**src/rtl/auth_resp_serializer_pkg.sv**
```systemverilog
// Shared protocol defines plus derived widths for the auth response serializer.
`ifndef AUTH_RESP_DEFINES
`define AUTH_RESP_DEFINES
`define MSG_LEN                 256
`define SIZE_OF_HEADER_VARS     4
`define SIZE_OF_HEADER_IN_BYTES 8
`define PROTOCOL_VERSION        8'h10
`define ERROR_CMD               8'h7F
`define ERR_INVALID_REQUEST     8'h01
`endif

package auth_resp_serializer_pkg;
    localparam int HDR_W   = `SIZE_OF_HEADER_VARS * `SIZE_OF_HEADER_IN_BYTES;
    localparam int PAY_W   = `MSG_LEN - 32;
    localparam int SHREG_W = `MSG_LEN;

    // Header of the canned InvalidRequest error response.
    function automatic logic [31:0] err_header();
        return {`PROTOCOL_VERSION, `ERROR_CMD, `ERR_INVALID_REQUEST, 8'h00};
    endfunction
endpackage

```
**src/rtl/auth_resp_serializer.sv**
```systemverilog
// Serializes an auth response (full message or InvalidRequest error) into a
// valid/ready byte stream, MSB first, on a rising edge of Ack or Error.
module auth_resp_serializer
    import auth_resp_serializer_pkg::*;
#(
    parameter int MSG_BYTES = `MSG_LEN / 8,
    parameter int ERR_BYTES = 4
) (
    input  logic             clk,
    input  logic             reset,
    input  logic             Ack_in,
    input  logic             Error_Invalid_Request_in,
    input  logic [HDR_W-1:0] header_in,
    input  logic [PAY_W-1:0] payload_in,
    input  logic             tx_ready,
    output logic [7:0]       tx_data,
    output logic             tx_valid,
    output logic             tx_last,
    output logic             busy,
    output logic             done
);
    typedef enum logic [1:0] {
        IDLE = 2'd0,
        SEND = 2'd1,
        DONE = 2'd2
    } state_t;

    state_t             state, state_nxt;
    logic [SHREG_W-1:0] shreg;
    logic [5:0]         len;
    logic [5:0]         byte_cnt;
    logic               ack_q, err_q;
    logic               ack_rise, err_rise;
    logic               accept;

    assign ack_rise = Ack_in & ~ack_q;
    assign err_rise = Error_Invalid_Request_in & ~err_q;

    assign tx_valid = (state == SEND);
    assign tx_last  = (state == SEND) && (byte_cnt == len - 6'd1);
    assign tx_data  = tx_valid ? shreg[SHREG_W-1 -: 8] : 8'h00;
    assign busy     = (state != IDLE);
    assign done     = (state == DONE);
    assign accept   = tx_valid & tx_ready;

    // State register.
    always_ff @(posedge clk or posedge reset) begin
        if (reset) state <= IDLE;
        else       state <= state_nxt;
    end

    // Next-state: only IDLE reacts to edges, so edges while busy are dropped.
    always_comb begin
        state_nxt = state;
        case (state)
            IDLE:    if (err_rise || ack_rise) state_nxt = SEND;
            SEND:    if (accept && tx_last)    state_nxt = DONE;
            DONE:    state_nxt = IDLE;
            default: state_nxt = IDLE;
        endcase
    end

    // Edge-detect history, message load and byte shifting.
    always_ff @(posedge clk or posedge reset) begin
        if (reset) begin
            ack_q    <= 1'b0;
            err_q    <= 1'b0;
            shreg    <= '0;
            len      <= '0;
            byte_cnt <= '0;
        end else begin
            ack_q <= Ack_in;
            err_q <= Error_Invalid_Request_in;
            if (state == IDLE) begin
                // Error outranks Ack when both rise together.
                if (err_rise) begin
                    shreg    <= {err_header(), {PAY_W{1'b0}}};
                    len      <= 6'(ERR_BYTES);
                    byte_cnt <= '0;
                end else if (ack_rise) begin
                    shreg    <= {header_in, payload_in};
                    len      <= 6'(MSG_BYTES);
                    byte_cnt <= '0;
                end
            end else if (accept) begin
                shreg <= shreg << 8;
                if (byte_cnt != 6'd32) byte_cnt <= byte_cnt + 6'd1;
            end
        end
    end
endmodule

```
**config.mk**
```make
export PLATFORM = sky130hd
export DESIGN_NAME = auth_resp_serializer
export DESIGN_NICKNAME = d
export VERILOG_FILES = /design/src/rtl/auth_resp_serializer_pkg.sv /design/src/rtl/auth_resp_serializer.sv
export SDC_FILE = /design/constraint.sdc
export NUM_CORES = 1
export LEC_CHECK = 0
export BUFFER_PORTS_ARGS = -buffer_cell sky130_fd_sc_hd__buf_4
export CAP_MARGIN = 20
export CORE_MARGIN = 1.5
export CORE_UTILIZATION = 35
export DETAILED_ROUTE_END_ITERATION = 10
export SLEW_MARGIN = 5
export SYNTH_ARGS = -nofsm -noshare
export SYNTH_HDL_FRONTEND = slang
export SYNTH_SLANG_ARGS = --single-unit
```
**constraint.sdc**
```tcl
create_clock -name clk -period 12.75 [get_ports clk]
set_input_delay 2.55 -clock clk [delete_from_list [all_inputs] [get_ports clk]]
set_output_delay 2.55 -clock clk [all_outputs]
set_load 0.05 [all_outputs]
```
==> summary.txt, run 1 <==
Timing
  • Final min period: 5.43 ns
  • Fmax: 184 MHz
  • Setup_tns: 0 ns
  • Final period util: 0.426
  • Final hold violations: 0
  • Slew headroom: 0.215
  • RSZ-0062 raised after global routing: false
  • Final setup fails: 0
  • Final setup skew: 0.0192 ns
  • Pins over their slew limit: 0
  • Tightest Pin Transition: 1.18 ns

Logic synthesis
  • Seq/Total Area, Yosys: 0.499
  • Xor/xnor share of the synthesized area: 0.00130
  • Number of synthesized register bits: 268
  • FFs w/ async S/R, synth: 1.00
  • Mux cell area share after synthesis: 0.00233
  • EDFF count, synth: 0
  • Synth Area in Compound Gates: 0.297
  • Mapped Cells: 1240
  • Simple-gate share of the synthesized area: 0.113
  • Largest family of logic cells by synthesized area: compound AO/OA/AOI/OAI gates
  • Mapped Area: 13400 um2
  • Syn nets: 1503
  • Adder and majority gate portion of the synthesized area: 0.00186
  • Yosys cell types: 44
  • Yosys warns: 0
  • Syn Area/Cell: 10.8 um2
  • Top FF cell, synth: dfrtp_1

Route
  • DRT Wirelength: 37800 um
  • Antenna Nets Post-Route: 0
  • Via count: 10900
  • DR vias/cell: 5.56
  • DRT iter0 DRCs: 859
  • Post-route DRC: 0
  • Met3 wire length: 2520 um
  • WL per Instance: 19.4 um
  • M1 WL: 16900 um
  • DR top layer: met4
  • Met2 Routed Length: 17600 um
  • 1st-pass router iterations: 5

Worst setup path
  • Highest-delay cell along the critical path: buf_4
  • CP Data Arrival Time: 5.79 ns
  • Buf/Inv on CP: 4
  • Crit path largest cell delay: 0.84 ns
  • Critical Path End Type: flip-flop
  • Delay-heaviest family, CP: buffers and inverters
  • Most common cell on crit path: buf_4
  • Critical path type: in2reg
  • Startpoint types: primary input
  • CP Cell Sequence: buf_4, nand2b_1, a21oi_4, a21oi_4, buf_12, buf_4, buf_4, o21ai_0
  • Crit Path Max Fanout: 147
  • Required @ worst endpoint: 13.11 ns

Power and ir drop
  • P per Cell Area: 222 nW/um2
  • Worst vdd ir: 118 uV
  • Static Leakage: 7.01 nW

Hold path
  • HP Class: reg2reg

Global routing
  • Maximum number of pins on one net before global-route repair: 159
  • Number of global-route vias before repair: 10600
  • Initial antenna violation count: 0
  • First-pass GRT wire length: 59100 um
  • All-Layer GR Usage: 0.187
  • GRT overflow: 0

Clock network
  • H-tree depth reported by CTS: 2
  • CTS Buffer Depth: 3
  • Num CTS Buffers: 34
  • Post-CTS Setup Bufs: 0
  • CTS tree: built
  • Root buffer cell: clkbuf_16
  • TritonCTS sink count: 268
  • Worst skew pair latency: 0.52 ns
  • Worst-path clk slew: 0.06 ns
  • Hold buffers post-CTS: 0
  • CTS resizes: 0

Die
  • Die area: 39600 um2
  • Die span in y: 199 um
  • Row count: 71
  • Die extent in x: 199 um
  • Core Region: 37800 um2
  • IO Count: 273
  • Starting Density: 0.356

Final layout
  • Finished Layout Cells: 1952
  • ANT cells: 0
  • P&R area growth vs syn: 21.2%
  • Share of layout cells above drive strength 1: 0.381
  • Nets: 1681

Run status
  • Status: complete, no violations

Placed design
  • RePlAce Congestion: 0.761
  • Dpl cells: 1892
  • Post-DP HPWL: 21900 um
  • PortBufs: 272

Job
  • Max cap viols: 0
## cell usage after synthesis (all sizes together) (2+ instances only)
cell      n  area, um2
dfrtp   268       6710
o21ai   260       2050
nand3   257       1290
a22oi   239       1790
buf     131       1080
nand2    16       62.6
clkbuf   11       42.5
and2      9       56.3
o22ai     9       56.3
nor2      8       37.5
inv       5       21.3
a21oi     4       42.5
nand2b    3       28.8
ha        2       25.0
mux2i     2       20.0
## routing by layer
metal | up-vias | GRT usage
li1 | 5079 | -
met1 | 5424 | 0.268
met2 | 294 | 0.281
met3 | 55 | 0.0424
met4 | 0 | 0.0570
met5 | - | 0
## final cells by class
type	count	area (um2)
clock buffers	47	981
multi-input cells	825	5620
fillers	3666	21500
repair buffers	284	2180
flip-flops and latches	268	6710
inverters	5	31.3
well taps	511	639
clock inverters	12	144
## stage by stage
| step | setup WS, ns | power, mW | hold WS [ns] | instance area [um2] | utilization |
|---|---|---|---|---|---|
| floorplan | 2.82 | 2.46 | 0.469 | 13400 | - |
| global placement | 6.73 | 2.64 | 0.484 | 15100 | 0.401 |
| detailed placement | 6.63 | 2.67 | 0.490 | 15100 | 0.401 |
| CTS | 7.19 | 3.66 | 0.503 | 16300 | 0.431 |
| global route | 6.94 | 3.86 | 0.520 | 16300 | 0.432 |
| finish | 7.32 | 3.62 | 0.505 | 16300 | 0.432 |
## where the power goes
part	total [mW]	internal, mW	leakage, nW	switching [mW]
Sequential	1.31	1.14	3.51	0.169
Clock	0.975	0.598	0.552	0.377
Combinational	1.33	0.490	2.95	0.844
## registers in the layout, summed over array words and instances (netlist names)
signal	cells
byte_cnt	6
ack_q	1
len	2
err_q	1
shreg	256
state	2
## cells in the final DEF (no fill, tap or decap), types with 3 or more instances in the layout
cell type / count
dfrtp_1: 268
clkinv_2: 6
clkbuf_1: 6
nand2_1: 15
bufinv_16: 3
nor2_1: 7
and2_1: 8
clkbuf_8: 6
buf_4: 281
clkbuf_16: 35
o21ai_2: 200
a22oi_1: 239
o21ai_1: 40
nand3_1: 257
o21ai_0: 20
o22ai_1: 9
## path summary, 6_finish.rpt
kind,endpoint,slack [ns],cells past startpoint,startpoint
max,shreg[53],7.32,8,Ack_in
min,shreg[134],0.50,2,shreg[134]
max reg2reg,shreg[53],8.53,8,state[0]
min reg2reg,shreg[134],0.50,2,shreg[134]
max in group asynchronous,shreg[254],9.08,3,reset
min in group asynchronous,shreg[131],2.18,2,reset
## worst register-to-register path, delay by kind of cell (launching register included)
family	cells	cell delay (ns)
AO/OA/AOI/OAI	3	0.57
buffers and inverters	4	2.91
flip-flops	1	0.45
AND/OR/NAND/NOR	1	0.13
## kinds of logic (layout without fill, tap and decap cells)
logic type	count (synthesis)	count (layout)
compound gates	518	518
simple gates	300	300
flops	268	268
buf+inv	147	348
mux	3	3
fa+ha+maj	2	2
xor+xnor	2	2
Power figures use the tool's default switching activity.
==> inputs of run 2 (changes only) <==
==> constraint.sdc (replaced) <==
create_clock -name clk -period 5.3 [get_ports clk]
set_input_delay 1.06 -clock clk [delete_from_list [all_inputs] [get_ports clk]]
set_output_delay 1.06 -clock clk [all_outputs]
set_load 0.05 [all_outputs]
==> summary.txt, run 2 (synthesis gave the netlist of run 1 again) <==
Route
  • 1st-pass router iterations: 7 (+2)
  • DR vias/cell: 5.53 (-0.44%)
  • Via count: 10800 (-0.54%)
  • DRT iter0 DRCs: 958 (+12%)
  • DRT Wirelength: 38400 um (+1.6%)
  • Post-route DRC: 0 (unchanged)
  • WL per Instance: 19.7 um (+1.7%)
  • Antenna Nets Post-Route: 0 (unchanged)

Timing
  • Final setup fails: 0 (unchanged)
  • Final setup skew: 0.00910 ns (-0.0101 ns)
  • Tightest Pin Transition: 1.14 ns (-0.0350 ns)
  • Final min period: 3.07 ns
  • Min Hold Slack: 0.500 ns (-0.00513 ns)
  • Fmax: 326 MHz
  • Slew headroom: 0.239 (+0.0233)
  • RSZ-0062 raised after global routing: false
  • Setup_tns: 0 ns (unchanged)
  • Final hold violations: 0 (unchanged)
  • Final setup margin: 2.23 ns (-5.09 ns)
  • Final period util: 0.580
  • Pins over their slew limit: 0 (unchanged)

Final layout
  • Fin util: 0.433 (+0.00119)
  • Design area: 16300 um2 (+0.28%)
  • Max FFs per register: 256 (unchanged)
  • Biggest register: shreg
  • Commonest non-fill, non-tap cells in the layout: buf_4, dfrtp_1, nand3_1
  • Most common cell after layout, fill and taps aside: buf_4
  • Nets: 1679 (-0.12%)
  • Finished Layout Cells: 1950 (-0.10%)
  • P&R area growth vs syn: 21.5%
  • Top flop regs: shreg x256, byte_cnt x6
  • Share of layout cells above drive strength 1: 0.380 (-0.00129)

Global routing
  • Maximum number of pins on one net before global-route repair: 167 (+5.0%)
  • Initial antenna violation count: 1 (+1)
  • First-pass GRT wire length: 59300 um (+0.50%)
  • All-Layer GR Usage: 0.188 (+0.000232)
  • GRT overflow: 0 (unchanged)
  • Number of global-route vias before repair: 10600 (-0.43%)

Clock network
  • Hold buffers post-CTS: 0 (unchanged)
  • Num CTS Buffers: 31 (-8.8%)
  • Root buffer cell: clkbuf_16
  • Worst-path clk slew: 0.06 ns (about the same)
  • CTS tree: built
  • CTS resizes: 0 (unchanged)
  • Worst skew pair latency: 0.56 ns (+0.04 ns)
  • Post-CTS Setup Bufs: 0 (unchanged)
  • H-tree depth reported by CTS: 1 (-1)
  • CTS Buffer Depth: 3 (unchanged)
  • TritonCTS sink count: 268 (unchanged)

Placed design
  • Post-DP HPWL: 22600 um (+3.1%)
  • Dpl cells: 1893 (+0.053%)
  • Placed inst area: 15200 um2 (+0.60%)
  • Pre-CTS worst setup slack: 2.35 ns (-4.29 ns)
  • RePlAce Congestion: 0.738 (-3.0%)
  • PortBufs: 272 (unchanged)

Power and ir drop
  • P per Cell Area: 530 nW/um2 (+140%)
  • Sw Pwr: 3.32 mW (+140%)
  • Worst vdd ir: 347 uV (+190%)
  • Clk pwr share: 0.261 (-0.009)
  • Cell Int Power: 5.35 mW (+140%)
  • Register share of total power: 0.365 (+0.003)
  • Pwr Total: 8.66 mW (+140%)
  • Net switching fraction of the power: 0.383 (-0.00131)
  • Comb power frac: 0.374 (+0.005)
  • Static Leakage: 7.03 nW (+0.18%)

Run status
  • Status: complete, no violations

Worst setup path
  • Critical Path End Type: output port
  • CP Cell Sequence: nor2_4, inv_6, buf_4
  • Critical path type: reg2out
  • Startpoint types: flip-flop
  • Crit Path Max Fanout: 81 (-45%)
  • Highest-delay cell along the critical path: dfrtp_1
  • Required @ worst endpoint: 4.24 ns (-8.87 ns)
  • Crit path largest cell delay: 0.44 ns (-0.40 ns)
  • CP Data Arrival Time: 2.01 ns (-3.78 ns)
  • Delay-heaviest family, CP: buffers and inverters
  • Buf/Inv on CP: 2 (-2)

Die
  • Die area: 39600 um2 (unchanged)
  • Core Region: 37800 um2 (unchanged)
  • IO Count: 273 (unchanged)
  • Starting Density: 0.356 (unchanged)
  • Die extent in x: 199 um (unchanged)
  • Die span in y: 199 um (unchanged)
  • Row count: 71 (unchanged)

Job
  • Max cap viols: 0 (unchanged)

Hold path
  • HP Class: reg2reg
-- run 2: final timing paths --
kind | startpoint | slack (ns) | end | depth (start not counted)
setup / recovery | state[0] | 2.23 | busy | 3
hold / removal | shreg[252] | 0.50 | shreg[252] | 2
setup reg to reg | state[0] | 2.57 | shreg[51] | 6
hold reg to reg | shreg[252] | 0.50 | shreg[252] | 2
max in group asynchronous | reset | 3.71 | shreg[243] | 3
min in group asynchronous | reset | 0.56 | shreg[141] | 2
-- run 2: final cells by class --
class	instances	area [um2]
clock inverter	8	140
fill	3674	21400
sequential	268	6710
clock buffer	47	936
antenna	1	2.50
inverter	5	27.5
timing repair buffer	285	2270
tap	511	639
multi-input combinational	825	5620
-- run 2: per-layer routing --
metal	vias to the layer above	wire (um)	global-route usage
li1	5060	-	-
met1	5368	17300	0.272
met2	318	18000	0.290
met3	47	2280	0.0314
met4	0	820	0.0463
met5	-	0	0
-- run 2: worst min-delay path, stage by stage, from the launching register on --
cell and delay [ns]:
dfrtp_1 0.33, nand3_1 0.08, o21ai_2 0.05
-- run 2: power groups by stage --
stage | combinational, mW | clock (mW) | sequential [mW]
4_1_cts | 3.27 | 2.32 | 3.15
3_3_place_gp | 3.21 | 0 | 3.17
2_1_floorplan | 2.87 | 0 | 3.04
6_report | 3.24 | 2.26 | 3.16
3_5_place_dp | 3.27 | 0 | 3.18
5_1_grt | 3.59 | 2.40 | 3.23
